File: config.mk
export PLATFORM = sky130hd
export DESIGN_NAME = hold_repeat_counter
export DESIGN_NICKNAME = d
export VERILOG_FILES = /design/src/rtl/hold_repeat_counter.sv
export SDC_FILE = /design/constraint.sdc
export NUM_CORES = 1
export LEC_CHECK = 0
export CAP_MARGIN = 20
export CORE_ASPECT_RATIO = 0.9
export CORE_MARGIN = 10
export CORE_UTILIZATION = 45
export CTS_CLUSTER_DIAMETER = 50
export DETAILED_ROUTE_END_ITERATION = 6
export PLACE_DENSITY = 0.8
export RECOVER_POWER = 50
export SYNTH_ARGS = -nofsm -noshare
export SYNTH_HDL_FRONTEND = slang
export SYNTH_SLANG_ARGS = --single-unit
File: constraint.sdc
create_clock -name clk -period 10.05 [get_ports clk]
set_input_delay 2.5125 -clock clk [delete_from_list [all_inputs] [get_ports clk]]
set_output_delay 2.5125 -clock clk [all_outputs]
set_load 0.01 [all_outputs]
File: src/rtl/hold_repeat_counter.sv
// Up/down counter stepped by held direction inputs, with key-style auto-repeat
// (press step, first delay, then repeat rate) and wrap or saturate at bounds.
module hold_repeat_counter #(
  parameter int WIDTH   = 16,
  parameter int DLY_W   = 32,
  parameter logic [WIDTH-1:0] RST_VAL = '0
) (
  input  logic             clk,
  input  logic             rst,
  input  logic             up,
  input  logic             down,
  input  logic             load,
  input  logic [WIDTH-1:0] load_val,
  input  logic [WIDTH-1:0] min_val,
  input  logic [WIDTH-1:0] max_val,
  input  logic [DLY_W-1:0] first_delay,
  input  logic [DLY_W-1:0] repeat_delay,
  input  logic             saturate,
  output logic [WIDTH-1:0] count,
  output logic             step_pulse,
  output logic             wrapped,
  output logic             limit_hit,
  output logic             dir
);

  typedef enum logic [1:0] {IDLE, FIRST, REPEAT} state_t;

  state_t           state_q, state_d;
  logic [DLY_W-1:0] timer_q, timer_d;
  logic [WIDTH-1:0] count_q, count_d;
  logic             pulse_q, pulse_d;
  logic             wrap_q, wrap_d;
  logic             limit_q, limit_d;
  logic             dir_q, dir_d;

  logic req_up, req_dn, req, do_step, step_dir, range_bad;

  assign req_up    = up & ~down;
  assign req_dn    = down & ~up;
  assign req       = req_up | req_dn;
  assign range_bad = min_val > max_val;

  // Sequencing: decides whether this cycle steps and in which direction.
  always_comb begin
    state_d  = state_q;
    timer_d  = timer_q;
    do_step  = 1'b0;
    step_dir = req_up;
    if (load) begin
      state_d = IDLE;
      timer_d = '0;
    end else begin
      case (state_q)
        IDLE: begin
          if (req) begin
            do_step = 1'b1;
            state_d = FIRST;
            timer_d = '0;
          end
        end
        default: begin
          if (!req) begin
            state_d = IDLE;
            timer_d = '0;
          end else if (req_up != dir_q) begin
            // Reversal behaves like a fresh press.
            do_step = 1'b1;
            state_d = FIRST;
            timer_d = '0;
          end else if (timer_q == ((state_q == FIRST) ? first_delay : repeat_delay)) begin
            do_step = 1'b1;
            state_d = REPEAT;
            timer_d = '0;
          end else begin
            timer_d = timer_q + 1'b1;
          end
        end
      endcase
    end
  end

  // Value update: load clamp, or step rules in priority order.
  always_comb begin
    count_d = count_q;
    pulse_d = 1'b0;
    wrap_d  = 1'b0;
    limit_d = 1'b0;
    dir_d   = dir_q;
    if (load) begin
      if (range_bad)              count_d = load_val;
      else if (load_val < min_val) count_d = min_val;
      else if (load_val > max_val) count_d = max_val;
      else                         count_d = load_val;
    end else if (do_step) begin
      dir_d = step_dir;
      if (range_bad) begin
        count_d = count_q;
      end else if (count_q < min_val) begin
        count_d = min_val;
        pulse_d = 1'b1;
      end else if (count_q > max_val) begin
        count_d = max_val;
        pulse_d = 1'b1;
      end else if (step_dir && count_q == max_val) begin
        if (saturate) limit_d = 1'b1;
        else begin
          count_d = min_val;
          pulse_d = 1'b1;
          wrap_d  = 1'b1;
        end
      end else if (!step_dir && count_q == min_val) begin
        if (saturate) limit_d = 1'b1;
        else begin
          count_d = max_val;
          pulse_d = 1'b1;
          wrap_d  = 1'b1;
        end
      end else begin
        count_d = step_dir ? count_q + 1'b1 : count_q - 1'b1;
        pulse_d = 1'b1;
      end
    end
  end

  always_ff @(posedge clk) begin
    if (rst) begin
      state_q <= IDLE;
      timer_q <= '0;
      count_q <= RST_VAL;
      pulse_q <= 1'b0;
      wrap_q  <= 1'b0;
      limit_q <= 1'b0;
      dir_q   <= 1'b1;
    end else begin
      state_q <= state_d;
      timer_q <= timer_d;
      count_q <= count_d;
      pulse_q <= pulse_d;
      wrap_q  <= wrap_d;
      limit_q <= limit_d;
      dir_q   <= dir_d;
    end
  end

  assign count      = count_q;
  assign step_pulse = pulse_q;
  assign wrapped    = wrap_q;
  assign limit_hit  = limit_q;
  assign dir        = dir_q;

endmodule

=== Word level (Yosys, flattened, before mapping) ===
Index checks and enable logic that the tools add are counted.
Widths: inputs -> output; s select.

* Add/subtract/negate cells: 3
* Order comparisons: 5
* Equal/unequal tests: 10
* Muxes and demuxes: 40
* Bitwise operators: 7
* Reduce and logical (&&, ||, !) cells: 11

{| class="wikitable"
|+ Operator list
! operator !! number
|-
| $mux 16 || 13
|-
| $mux 32 || 6
|-
| $gt 16x16->1 || 3
|-
| $add 32x1->32 const B || 1
|-
| $eq 16x16->1 || 2
|-
| $eq 32x32->1 || 1
|-
| $lt 16x16->1 || 2
|-
| $add 16x1->16 const B || 1
|-
| $mux 1 || 16
|-
| $sub 16x1->16 const B || 1
|-
| $mux 2 || 5
|-
| $ne 5x5->1 const B || 2
|-
| $reduce_or 6->1 || 1
|-
| $ne 2x2->1 const B || 2
|-
| $ne 4x1->1 const B || 1
|-
| $not 1->1 || 4
|-
| $reduce_and 2->1 || 2
|-
| $reduce_and 4->1 || 1
|-
| $reduce_or 4->1 || 1
|-
| $and 1x1->1 || 2
|-
| $eq 2x1->1 const B || 1
|-
| $logic_and 1x1->1 || 2
|-
| $logic_not 2->1 || 1
|-
| $reduce_bool 2->1 || 1
|-
| 4 further kinds || 4
|}

* Register bits: 54
* Input port bits: 118
* Output and inout bits: 20

=== Depth between registers and ports, before layout ===
* Word-level depth: 11
* Mapped depth: 13
* Depth with buffers taken out: 13

=== Least setup slack after synthesis ===
OpenSTA, ideal clock, no wires.

* Kind: input port to flip-flop
* Start: input port down
* End: register count_q[14] (netlist: count[14])
* Setup time: 0.096 ns
* Data arrival time: 5.237 ns
* Path slack: 4.717 ns
* Stages: 13
* Cells stage by stage: inv_1 > ha_1 > inv_1 > ha_1 > o211ai_1 > a21oi_1 > o41ai_2 > o211ai_1 > o31ai_1 > xnor2_1 > a222oi_1 > and3_1 > o41ai_2

* Longest elaborated chain between the ends: 11

{| class="wikitable"
|+ RTL lines
! item !! RTL line !! RTL
|-
| from (decl) || 11 || <nowiki>input logic down,</nowiki>
|-
| $not 1->1 (*) || 38 || <nowiki>assign req_up = up & ~down;</nowiki>
|-
| $and 1x1->1 (*) || 38 ||
|-
| via req_up || 36 || <nowiki>logic req_up, req_dn, req, do_step, step_dir, range_bad;</nowiki>
|-
| $logic_not 1->1 || 111 || <nowiki>end else if (!step_dir && count_q == min_val) begin</nowiki>
|-
| $logic_and 1x1->1 || 111 ||
|-
| $mux 16 || 111 ||
|-
| $mux 16 || 104 || <nowiki>end else if (step_dir && count_q == max_val) begin</nowiki>
|-
| $mux 16 || 101 || <nowiki>end else if (count_q > max_val) begin</nowiki>
|-
| $mux 16 || 98 || <nowiki>end else if (count_q < min_val) begin</nowiki>
|-
| $mux 16 || 96 || <nowiki>if (range_bad) begin</nowiki>
|-
| $mux 16 || 94 || <nowiki>end else if (do_step) begin</nowiki>
|-
| $mux 16 || 89 || <nowiki>if (load) begin</nowiki>
|-
| to (signal assigned) || 137 || <nowiki>count_q <= count_d;</nowiki>
|-
| to (decl) || 30 || <nowiki>logic [WIDTH-1:0] count_q, count_d;</nowiki>
|}

Mark *: on every way through the listed nets, which the timed path passes. The rest lies on a longest branch. The select of a mux whose other input is x is not followed.
A chain may end at the register's enable or synchronous reset.

=== Worst setup path in the final report ===
* Start: input port repeat_delay[20]
* End: register timer_q[11]

* Longest elaborated chain between the ends: 6

{| class="wikitable"
|+ RTL lines
! item !! RTL line !! RTL
|-
| from (decl) || 17 || <nowiki>input logic [DLY_W-1:0] repeat_delay,</nowiki>
|-
| $mux 32 || 70 || <nowiki>end else if (timer_q == ((state_q == FIRST) ? first_delay : repeat_delay)) begin</nowiki>
|-
| $eq 32x32->1 || 70 ||
|-
| $mux 32 || 70 ||
|-
| $mux 32 || 65 || <nowiki>end else if (req_up != dir_q) begin</nowiki>
|-
| $mux 32 || 62 || <nowiki>if (!req) begin</nowiki>
|-
| $mux 32 || 53 || <nowiki>case (state_q)</nowiki>
|-
| to (signal assigned) || 136 || <nowiki>timer_q <= timer_d;</nowiki>
|-
| to (decl) || 29 || <nowiki>logic [DLY_W-1:0] timer_q, timer_d;</nowiki>
|}

No other way between the ends.

==> flow_metrics.tcl <==
set metrics [dict create \
    outcome "finished clean" \
    drt_iter0_drc 862 \
    clock_sinks 54 \
    power_density_nw_per_um2 105 \
    ioPinCount 138 \
    grt_pass1_vias 6537 \
    viasPerCell 6.08 \
    r2r_slack_ps 5980 \
    grt_max_degree 31 \
    area_growth_pct 25.4 \
    die_area_um2 19500 \
    worstMarginPinSlew_ps 1060 \
    placed_area_um2 7910 \
    coreArea_um2 14000 \
    clk_pin_slew_worst_paths_ps 80 \
    holdWs_ps 512 \
    postLayoutCellArea_um2 8070 \
    syn_nets 1034 \
    post-route-min-period_ps 6370 \
    cts_tree "built" \
    crit_path_max_fanout 17 \
    ys_types 69 \
    rsz0062_at_grt "no" \
    layout_commonest_cell "clkdlybuf4s50_1" \
    grt_pass1_wl_mm 35.2 \
    setup_viol 0 \
    synth_flop_cell "dfxtp_1" \
    io_buffers 137 \
    p_leak_nw 3.23 \
    cp.required_ps 10250 \
    tns_ps 0 \
    wl_per_cell_um 19.9 \
    clockRootBuffer "clkbuf_16" \
    yosys-top-cells-area "ha_1 19%, dfxtp_1 17%, xnor2_1 6.7%" \
    antenna_found_initial 1 \
    start_util_pct 45.9 \
    ys_warn_count 0 \
    dp_slack_ps 3700 \
    synthArstFlopShare_pct 0 \
    cts_resized 0 \
    arrival_ps 6560 \
    synthCells 818 \
    drive_above_1_share_pct 3.73 \
    grt-ovfl-total 0 \
    drc_errors 0 \
    htreeDepth 2 \
    ir_drop_v 0.0000679 \
    drt-total-wl_mm 22.5 \
    synth_edf_count 0 \
    cts_setup_buffers 0 \
    syn_area_per_cell_um2 7.87 \
    place_congestion 1.05 \
    start_kind "input pin" \
    yosysTopAreaCellShare_pct 18.9 \
    fin_ws_ps 3680 \
    final_cell_mix "114 x clkdlybuf4s50_1, 97 x ha_1, 73 x nor2_1" \
    via_count 6888 \
    track_usage_pct 22.0 \
    ant_nets 0 \
    first_pass_iters 6 \
    synth-seq-cells 54 \
    path_class "input pin to flip-flop" \
    rows 41 \
    hold_viol 0 \
    maxSlewViolCount 0 \
    hpwl_mm 18.0 \
    clock_latency_ps 310 \
    cts_buffers 5 \
    die_x_um 146 \
    clockBufferDepth 2 \
    finalNetCount 1153 \
    synth.cell_area_um2 6430 \
    skew_ps 13.3 \
    hold_buffers 0 \
    yosys.area.top_type "ha_1" \
    hold_path_class "flip-flop to flip-flop" \
    dieHeight_um 133 \
    crit_path_end_kind "flip-flop" \
    post-route-period-util_pct 63.4 \
    slew_headroom_pct 28.7 \
    synth_seq_area_share_pct 16.8 \
    cap_violations 0 \
    max_freq_ghz 0.157 \
]
==> metal layers <==
metal	up-vias	track usage [%]	part of all wire [%]
li1	3287	-	-
met1	3143	29.3	44
met2	410	33.6	43
met3	48	6.30	11
met4	0	6.50	2.4
met5	-	0	0
==> sequential cells by signal, summed over array words and instances, names as in the netlist <==
| signal | cells |
|---|---|
| step_pulse | 1 |
| state_q | 2 |
| count | 16 |
| timer_q | 32 |
| limit_hit | 1 |
| wrapped | 1 |
| dir | 1 |
==> path summary, 6_finish.rpt <==
| kind | start | end | cells past startpoint |
|---|---|---|---|
| setup / recovery | repeat_delay[20] | timer_q[11] | 11 |
| hold / removal | state_q[0] | state_q[0] | 2 |
| setup reg to reg | timer_q[20] | timer_q[11] | 10 |
| hold reg to reg | state_q[0] | state_q[0] | 2 |
==> layout make-up <==
| type | count | area, µm² |
|---|---|---|
| well taps | 193 | 241 |
| multi-input cells | 664 | 4910 |
| repair buffers | 144 | 1430 |
| diodes | 1 | 2.50 |
| fillers | 1290 | 5930 |
| flip-flops and latches | 54 | 1080 |
| clock inverters | 3 | 28.8 |
| inverters | 68 | 255 |
| clock buffers | 5 | 125 |
==> per-stage QoR <==
stage	util [%]	std cells	power, mW
CTS	57.6	1130	0.844
global route	57.6	1131	0.895
detailed placement	56.5	1122	0.653
finish	57.6	1132	0.848
floorplan	-	818	0.500
global placement	56.5	1122	0.652
==> cells in the mapped netlist, drive strengths merged, types with 3 or more instances <==
cell type,count
a2111oi,5
a211oi,6
a21o,11
a21oi,58
a221oi,7
a222oi,11
a22oi,8
a311oi,3
a31oi,6
a41oi,14
and2,7
and3,9
and4,3
buf,14
clkbuf,18
dfxtp,54
ha,97
inv,67
mux2,3
mux2i,12
nand2,59
nand2b,12
nand3,26
nand4,22
nor2,74
nor2b,9
nor3,13
nor4,9
o2111a,7
o2111ai,5
o211a,5
o211ai,21
o21a,4
o21ai,21
o221ai,4
o22ai,7
or2,4
or4,5
xnor2,49
xor2,24
==> logic make-up after synthesis <==
| kind of cell | after synthesis | share of synthesized area [%] |
|---|---|---|
| xor+xnor | 73 | 9.94 |
| compound gates | 223 | 25.6 |
| mux | 15 | 2.39 |
| buf+inv | 100 | 6.86 |
| fa+ha+maj | 98 | 19.2 |
| simple gates | 255 | 19.2 |
| flops | 54 | 16.8 |
==> worst max-delay path, cell delays in order <==
cell and delay (ps):
dlygate4sd3_1 550, xnor2_1 250, o221ai_1 160, or4_1 420
a222oi_1 330, nand4b_1 240, o21ai_0 560, nor2_1 200
o211ai_1 890, buf_4 380, nor2_1 70
==> report_power, final <==
part           switching [mW]  internal [mW]  leakage (nW)  total [mW]
Clock                  0.0936         0.0955        0.0759       0.189
Combinational           0.227          0.187          2.71       0.414
Sequential             0.0207          0.224         0.440       0.245
No activity file was read; power rests on OpenSTA's default activity.
